## src/rtl/bottling_run_controller_if.sv

```systemverilog
// Signal bundle between the run controller and the setting / display / sensor logic.
// Valid/ready note: there is no backpressure; in_start, in_abort and in_pill are one-cycle event strobes
// that are acted on at the rising edge where they are high. in_pause is a level.
interface bottling_run_controller_if;
  logic        in_start;
  logic        in_abort;
  logic        in_pause;
  logic        in_pill;
  logic [5:0]  in_target_bottle_num;
  logic [5:0]  in_target_pill_num;
  logic [1:0]  out_state;
  logic        out_paused;
  logic        out_valve_open;
  logic        out_bottle_advance;
  logic [5:0]  out_cur_bottle_num;
  logic [5:0]  out_cur_pill_num;
  logic [11:0] out_total_pill_num;
  logic        out_error;
  logic [2:0]  dbg_state;

  modport master (
    output in_start, in_abort, in_pause, in_pill, in_target_bottle_num, in_target_pill_num,
    input  out_state, out_paused, out_valve_open, out_bottle_advance,
           out_cur_bottle_num, out_cur_pill_num, out_total_pill_num, out_error, dbg_state
  );

  modport slave (
    input  in_start, in_abort, in_pause, in_pill, in_target_bottle_num, in_target_pill_num,
    output out_state, out_paused, out_valve_open, out_bottle_advance,
           out_cur_bottle_num, out_cur_pill_num, out_total_pill_num, out_error, dbg_state
  );
endinterface

```

## src/rtl/bottling_run_controller.sv

```systemverilog
// Sequences one bottling run: latches targets, gates the pill valve, counts pills,
// pulses the conveyor between bottles and parks in REPORT when the last bottle is full.
module bottling_run_controller #(
  parameter int CHANGE_CYCLES = 4
) (
  input logic                        in_PULSE,
  input logic                        in_CLR,
  bottling_run_controller_if.slave   bus
);

  localparam int CW = (CHANGE_CYCLES > 1) ? $clog2(CHANGE_CYCLES) : 1;
  localparam logic [CW-1:0] CHG_LAST = CW'(CHANGE_CYCLES - 1);

  typedef enum logic [2:0] {
    S_IDLE   = 3'd0,
    S_FILL   = 3'd1,
    S_PAUSED = 3'd2,
    S_CHANGE = 3'd3,
    S_REPORT = 3'd4
  } state_t;

  state_t        state;
  logic [5:0]    tgt_bottle;
  logic [5:0]    tgt_pill;
  logic [5:0]    cur_bottle;
  logic [5:0]    cur_pill;
  logic [11:0]   total_pill;
  logic          error_flag;
  logic [CW-1:0] chg_cnt;

  logic [5:0]    pill_next;
  logic          targets_ok;

  assign pill_next  = cur_pill + 6'd1;
  assign targets_ok = (bus.in_target_bottle_num != 6'd0) && (bus.in_target_pill_num != 6'd0);

  // Abort outranks start, which outranks pill counting, which outranks pause.
  always_ff @(posedge in_PULSE or negedge in_CLR) begin
    if (!in_CLR) begin
      state      <= S_IDLE;
      tgt_bottle <= 6'd0;
      tgt_pill   <= 6'd0;
      cur_bottle <= 6'd0;
      cur_pill   <= 6'd0;
      total_pill <= 12'd0;
      error_flag <= 1'b0;
      chg_cnt    <= '0;
    end else if (bus.in_abort) begin
      if (state != S_IDLE) begin
        state   <= S_IDLE;
        chg_cnt <= '0;
      end
    end else begin
      case (state)
        S_IDLE, S_REPORT: begin
          if (bus.in_start) begin
            if (targets_ok) begin
              tgt_bottle <= bus.in_target_bottle_num;
              tgt_pill   <= bus.in_target_pill_num;
              cur_bottle <= 6'd0;
              cur_pill   <= 6'd0;
              total_pill <= 12'd0;
              error_flag <= 1'b0;
              chg_cnt    <= '0;
              state      <= S_FILL;
            end else begin
              error_flag <= 1'b1;
            end
          end
        end

        S_FILL: begin
          if (bus.in_pill) begin
            cur_pill   <= pill_next;
            total_pill <= total_pill + 12'd1;
            if (pill_next == tgt_pill) begin
              cur_bottle <= cur_bottle + 6'd1;
              chg_cnt    <= '0;
              state      <= S_CHANGE;
            end else if (bus.in_pause) begin
              state <= S_PAUSED;
            end
          end else if (bus.in_pause) begin
            state <= S_PAUSED;
          end
        end

        S_PAUSED: begin
          if (!bus.in_pause) begin
            state <= S_FILL;
          end
        end

        S_CHANGE: begin
          if (chg_cnt == CHG_LAST) begin
            chg_cnt <= '0;
            // The finished run keeps the full per-bottle count on display.
            if (cur_bottle == tgt_bottle) begin
              state <= S_REPORT;
            end else begin
              cur_pill <= 6'd0;
              state    <= S_FILL;
            end
          end else begin
            chg_cnt <= chg_cnt + 1'b1;
          end
        end

        default: begin
          state   <= S_IDLE;
          chg_cnt <= '0;
        end
      endcase
    end
  end

  // Decoded from the state register only, so reset clears them without a clock edge.
  always_comb begin
    bus.out_state = 2'b01;
    case (state)
      S_IDLE:   bus.out_state = 2'b00;
      S_REPORT: bus.out_state = 2'b11;
      default:  bus.out_state = 2'b01;
    endcase
  end

  assign bus.out_paused         = (state == S_PAUSED);
  assign bus.out_valve_open     = (state == S_FILL);
  assign bus.out_bottle_advance = (state == S_CHANGE);
  assign bus.out_cur_bottle_num = cur_bottle;
  assign bus.out_cur_pill_num   = cur_pill;
  assign bus.out_total_pill_num = total_pill;
  assign bus.out_error          = error_flag;
  assign bus.dbg_state          = state;

endmodule
```

## src/flat_wrapper.sv

```systemverilog
// flat-port wrapper written by rule: the top's interface ports become plain ports
module bottling_run_controller_flat 
#(
  parameter int CHANGE_CYCLES = 4
)
  (in_PULSE, in_CLR, bus_in_start, bus_in_abort, bus_in_pause, bus_in_pill, bus_in_target_bottle_num, bus_in_target_pill_num, bus_out_state, bus_out_paused, bus_out_valve_open, bus_out_bottle_advance, bus_out_cur_bottle_num, bus_out_cur_pill_num, bus_out_total_pill_num, bus_out_error, bus_dbg_state);
  bottling_run_controller_if bus_i ();
  input logic in_PULSE;
  input logic in_CLR;
  input wire logic [$bits(bus_i.in_start)-1:0] bus_in_start;
  input wire logic [$bits(bus_i.in_abort)-1:0] bus_in_abort;
  input wire logic [$bits(bus_i.in_pause)-1:0] bus_in_pause;
  input wire logic [$bits(bus_i.in_pill)-1:0] bus_in_pill;
  input wire logic [$bits(bus_i.in_target_bottle_num)-1:0] bus_in_target_bottle_num;
  input wire logic [$bits(bus_i.in_target_pill_num)-1:0] bus_in_target_pill_num;
  output wire logic [$bits(bus_i.out_state)-1:0] bus_out_state;
  output wire logic [$bits(bus_i.out_paused)-1:0] bus_out_paused;
  output wire logic [$bits(bus_i.out_valve_open)-1:0] bus_out_valve_open;
  output wire logic [$bits(bus_i.out_bottle_advance)-1:0] bus_out_bottle_advance;
  output wire logic [$bits(bus_i.out_cur_bottle_num)-1:0] bus_out_cur_bottle_num;
  output wire logic [$bits(bus_i.out_cur_pill_num)-1:0] bus_out_cur_pill_num;
  output wire logic [$bits(bus_i.out_total_pill_num)-1:0] bus_out_total_pill_num;
  output wire logic [$bits(bus_i.out_error)-1:0] bus_out_error;
  output wire logic [$bits(bus_i.dbg_state)-1:0] bus_dbg_state;
  assign bus_i.in_start = bus_in_start;
  assign bus_i.in_abort = bus_in_abort;
  assign bus_i.in_pause = bus_in_pause;
  assign bus_i.in_pill = bus_in_pill;
  assign bus_i.in_target_bottle_num = bus_in_target_bottle_num;
  assign bus_i.in_target_pill_num = bus_in_target_pill_num;
  assign bus_out_state = bus_i.out_state;
  assign bus_out_paused = bus_i.out_paused;
  assign bus_out_valve_open = bus_i.out_valve_open;
  assign bus_out_bottle_advance = bus_i.out_bottle_advance;
  assign bus_out_cur_bottle_num = bus_i.out_cur_bottle_num;
  assign bus_out_cur_pill_num = bus_i.out_cur_pill_num;
  assign bus_out_total_pill_num = bus_i.out_total_pill_num;
  assign bus_out_error = bus_i.out_error;
  assign bus_dbg_state = bus_i.dbg_state;
  bottling_run_controller #(.CHANGE_CYCLES(CHANGE_CYCLES)) u_core (.in_PULSE(in_PULSE), .in_CLR(in_CLR), .bus(bus_i));
endmodule
```

## config.mk

```make
export PLATFORM = sky130hd
export DESIGN_NAME = bottling_run_controller_flat
export DESIGN_NICKNAME = d
export VERILOG_FILES = /design/src/rtl/bottling_run_controller_if.sv /design/src/rtl/bottling_run_controller.sv /design/src/flat_wrapper.sv
export SDC_FILE = /design/constraint.sdc
export NUM_CORES = 1
export LEC_CHECK = 0
export CAP_MARGIN = 10
export CORE_MARGIN = 2
export CORE_UTILIZATION = 51
export CTS_CLUSTER_SIZE = 14
export DETAILED_ROUTE_END_ITERATION = 10
export PLACE_DENSITY = 0.81
export SLEW_MARGIN = 20
export SYNTH_ARGS = -nofsm -noshare
export SYNTH_HDL_FRONTEND = slang
export SYNTH_SLANG_ARGS = --single-unit
```

## constraint.sdc

```tcl
create_clock -name in_PULSE -period 2.55 [get_ports in_PULSE]
set_input_delay 0.6375 -clock in_PULSE [delete_from_list [all_inputs] [get_ports in_PULSE]]
set_output_delay 0.6375 -clock in_PULSE [all_outputs]
set_load 0.02 [all_outputs]
```

==> load_flow_metrics.sql <==
INSERT INTO impl_metrics (metric_group, metric, value, unit) VALUES
('placement', 'port_buffers', '50', ''),
('die', 'core_region_area', '0.00469', 'sq mm'),
('routing', 'route.detailed.wl_per_inst', '15.2', 'um'),
('layout', 'multiInputGateArea', '0.00135', 'sq mm'),
('clock_network', 'cts_tree', 'done', ''),
('global_routing', 'grt_first_pass_wirelength', '9870', 'um'),
('layout', 'n_fill_cell', '382', ''),
('global_routing', 'grt_start_max_net_pins', '29', ''),
('die', 'die_width', '73.5', 'um'),
('logic_synthesis', 'yosysWarningCount', '0', ''),
('logic_synthesis', 'synth_edf_count', '0', ''),
('routing', 'postRouteWirelength', '6020', 'um'),
('placement', 'routabilityCongestion', '0.826', ''),
('setup_path', 'timing.reg2reg.worst_path_depth', '7', ''),
('clock_network', 'clkSinkCount', '42', ''),
('logic_synthesis', 'synth.most_common_cell', 'nand2_1', ''),
('run_status', 'result_of_the_run', 'complete, no violations', ''),
('logic_synthesis', 'yosys-top-cells-area', 'dfrtp_1, nand2_1, xnor2_1', ''),
('die', 'initial_utilization', '0.526', ''),
('logic_synthesis', 'synthTopCellsByCount', 'nand2_1, dfrtp_1, nor2_1', ''),
('timing', 'final_max_slew_viol_count', '0', ''),
('clock_network', 'clock_latency', '0.30', 'ns'),
('die', 'row_count', '25', ''),
('layout', 'growth_of_design_area_from_synthesis_to_finish', '30.7', '%'),
('routing', 'wl_met1', '2750', 'um'),
('logic_synthesis', 'synth_largest_area_cell', 'dfrtp_1', ''),
('routing', 'met2WireLength', '2870', 'um'),
('clock_network', 'postCtsSetupRepairBufs', '0', ''),
('routing', 'viasPerCell', '5.67', ''),
('setup_path', 'endpoint_kind', 'primary output', ''),
('setup_path', 'path_max_fanout', '10', ''),
('logic_synthesis', 'async_flop_share', '1.00', ''),
('clock_network', 'cts_hold_buffers', '0', ''),
('global_routing', 'track_usage', '0.237', ''),
('timing', 'worst_pin_slew', '0.664', 'ns'),
('setup_path', 'arrival', '1.81', 'ns'),
('timing', 'maxClockFrequency', '0.408', 'GHz'),
('die', 'io_pins', '51', ''),
('logic_synthesis', 'postSynthCellCount', '272', ''),
('timing', 'final_hold_viol_count', '0', ''),
('timing', 'totalNegativeSetupSlack', '0', 'ns'),
('logic_synthesis', 'postSynthRegisterBits', '42', ''),
('clock_network', 'cts_buffer_depth', '2', ''),
('clock_network', 'path_clk_slew', '0.09', 'ns'),
('routing', 'firstDrtPassIters', '4', ''),
('layout', 'seq_area', '0.00105', 'sq mm'),
('layout', 'layout-drive-gt1-share', '0.135', ''),
('clock_network', 'cts-buffers-inserted', '5', ''),
('placement', 'detailedPlacementHpwl', '4400', 'um'),
('run', 'maxCapViolations', '0', ''),
('layout', 'utilization', '0.687', ''),
('clock_network', 'clock_tree.root_cell', 'clkbuf_8', ''),
('timing', 'final_period_minus_worst_setup_slack', '2.45', 'ns'),
('routing', 'antenna_violating_nets_post_route', '0', ''),
('logic_synthesis', 'synth-seq-area-share', '0.426', ''),
('timing', 'finalCritPeriodShare', '0.961', ''),
('logic_synthesis', 'ys_dominant_reg_cell', 'dfrtp_1', ''),
('layout', 'fin_nets', '362', ''),
('setup_path', 'critPathRequiredTime', '1.91', 'ns'),
('logic_synthesis', 'synth_top_area_share', '0.426', ''),
('logic_synthesis', 'synthDistinctLibCells', '55', ''),
('die', 'design.die.area', '0.00541', 'sq mm'),
('placement', 'dpl-instance-area', '0.00312', 'sq mm'),
('power', 'power.ir.vdd_worst', '0.000536', 'V'),
('timing', 'fin_skew', '0.00937', 'ns'),
('setup_path', 'timing.setup.critical_path_class', 'reg2out', ''),
('layout', 'finish.instance_area', '0.00322', 'sq mm'),
('timing', 'setup_violations', '0', ''),
('logic_synthesis', 'syn_nets', '294', ''),
('timing', 'max-slew-margin-rel', '0.557', ''),
('setup_path', 'critPathLaunchType', 'flip-flop', '');
[logic make-up (layout without fill, tap and decap cells)]
| family | after synthesis | after routing | share of synthesized area |
|---|---|---|---|
| compound gates | 46 | 46 | 0.133 |
| xor+xnor | 25 | 25 | 0.0888 |
| fa+ha+maj | 4 | 4 | 0.0203 |
| buf+inv | 13 | 82 | 0.0310 |
| flops | 42 | 42 | 0.426 |
| mux | 2 | 2 | 0.00812 |
| simple gates | 140 | 140 | 0.292 |
[path summary, 6_finish.rpt]
kind                            slack [ns]                                        from                                             to
worst max-delay path                   0.1         u_core.bus.dbg_state[0]$_DFFE_PN0P_                               bus_out_state[1]
max in group asynchronous             1.60                                      in_CLR  u_core.bus.out_total_pill_num[10]$_DFFE_PN0P_
min in group in_PULSE                 0.51            u_core.tgt_bottle[0]$_DFFE_PN0P_               u_core.tgt_bottle[0]$_DFFE_PN0P_
worst max register to register        0.24  u_core.bus.out_cur_pill_num[0]$_DFFE_PN0P_   u_core.bus.out_cur_bottle_num[4]$_DFFE_PN0P_
worst min register to register        0.51            u_core.tgt_bottle[0]$_DFFE_PN0P_               u_core.tgt_bottle[0]$_DFFE_PN0P_
worst min-delay path                  0.36                                      in_CLR   u_core.bus.out_cur_bottle_num[5]$_DFFE_PN0P_
[flip-flops by register name, summed over array words and instances, names as in the netlist]
register	cells
u_core.chg_cnt	2
u_core.bus.dbg_state	3
u_core.bus.out_cur_bottle_num	6
u_core.bus.out_error	1
u_core.tgt_pill	6
u_core.bus.out_cur_pill_num	6
u_core.bus.out_total_pill_num	12
u_core.tgt_bottle	6
[stage by stage]
| stage | cells | hold WS (ns) | total power (W) | worst slack (ns) |
|---|---|---|---|---|
| floorplan | 272 | 0.342 | 0.00180 | 0.394 |
| global placement | 387 | 0.478 | 0.00223 | 0.0516 |
| detailed placement | 387 | 0.491 | 0.00227 | 0.00284 |
| CTS | 395 | 0.382 | 0.00274 | 0.0334 |
| global route | 395 | 0.405 | 0.00292 | 0.0242 |
| finish | 395 | 0.358 | 0.00274 | 0.0989 |
[area by class of cell]
class                   instances  share of cell area
multi-input cells             217               0.418
flip-flops and latches         42               0.326
repair buffers                 70               0.200
clock buffers                   7              0.0268
well taps                      54              0.0210
inverters                       4             0.00543
clock inverters                 1             0.00272
[placed cells by master (no fill, tap or decap), drive strengths merged, types with 2 or more instances in the layout]
cell           synthesis  routed
inv                    4       5
nand3b                 4       4
nand3                  8       8
xor2                   8       8
and3                   4       4
nand2                 59      59
xnor2                 17      17
clkbuf                 2       7
mux2i                  2       2
dfrtp                 42      42
a21oi                  5       5
nor3                   4       4
nor3b                  4       4
nor2b                  2       2
and2                   4       4
o31ai                  2       2
o311ai                 2       2
nand4                  5       5
nand2b                 7       7
or3                    2       2
nor4                   8       8
a31oi                  2       2
o41ai                  2       2
nor2                  24      24
o21ai                 19      19
clkdlybuf4s50          0      48
nor4b                  2       2
a22o                   2       2
buf                    7      21
o21a                   3       3
ha                     4       4
[timing repair]
| item | CTS | global route |
|---|---|---|
| setup endpoints to repair | 2 | 2 |
| pin swaps | 0 | 0 |
| resized for setup | 2 | 2 |
[report_power, final]
| group | internal [W] | switching (W) |
|---|---|---|
| Combinational | 0.000567 | 0.000670 |
| Clock | 0.000224 | 0.000243 |
| Sequential | 0.000831 | 0.000203 |
[layer usage]
layer  vias up  track usage
li1       1085            -
met1      1070        0.321
met2        76        0.381
met3         8       0.0480
met4         0       0.0788
met5         -            0
[worst max-delay path, stage by stage (launching register included)]
cell and delay, ns:
dfrtp_1 0.52, nor2_2 0.25, and2_1 0.16, clkdlybuf4s50_1 0.59
(Power assumes the default switching activity.)
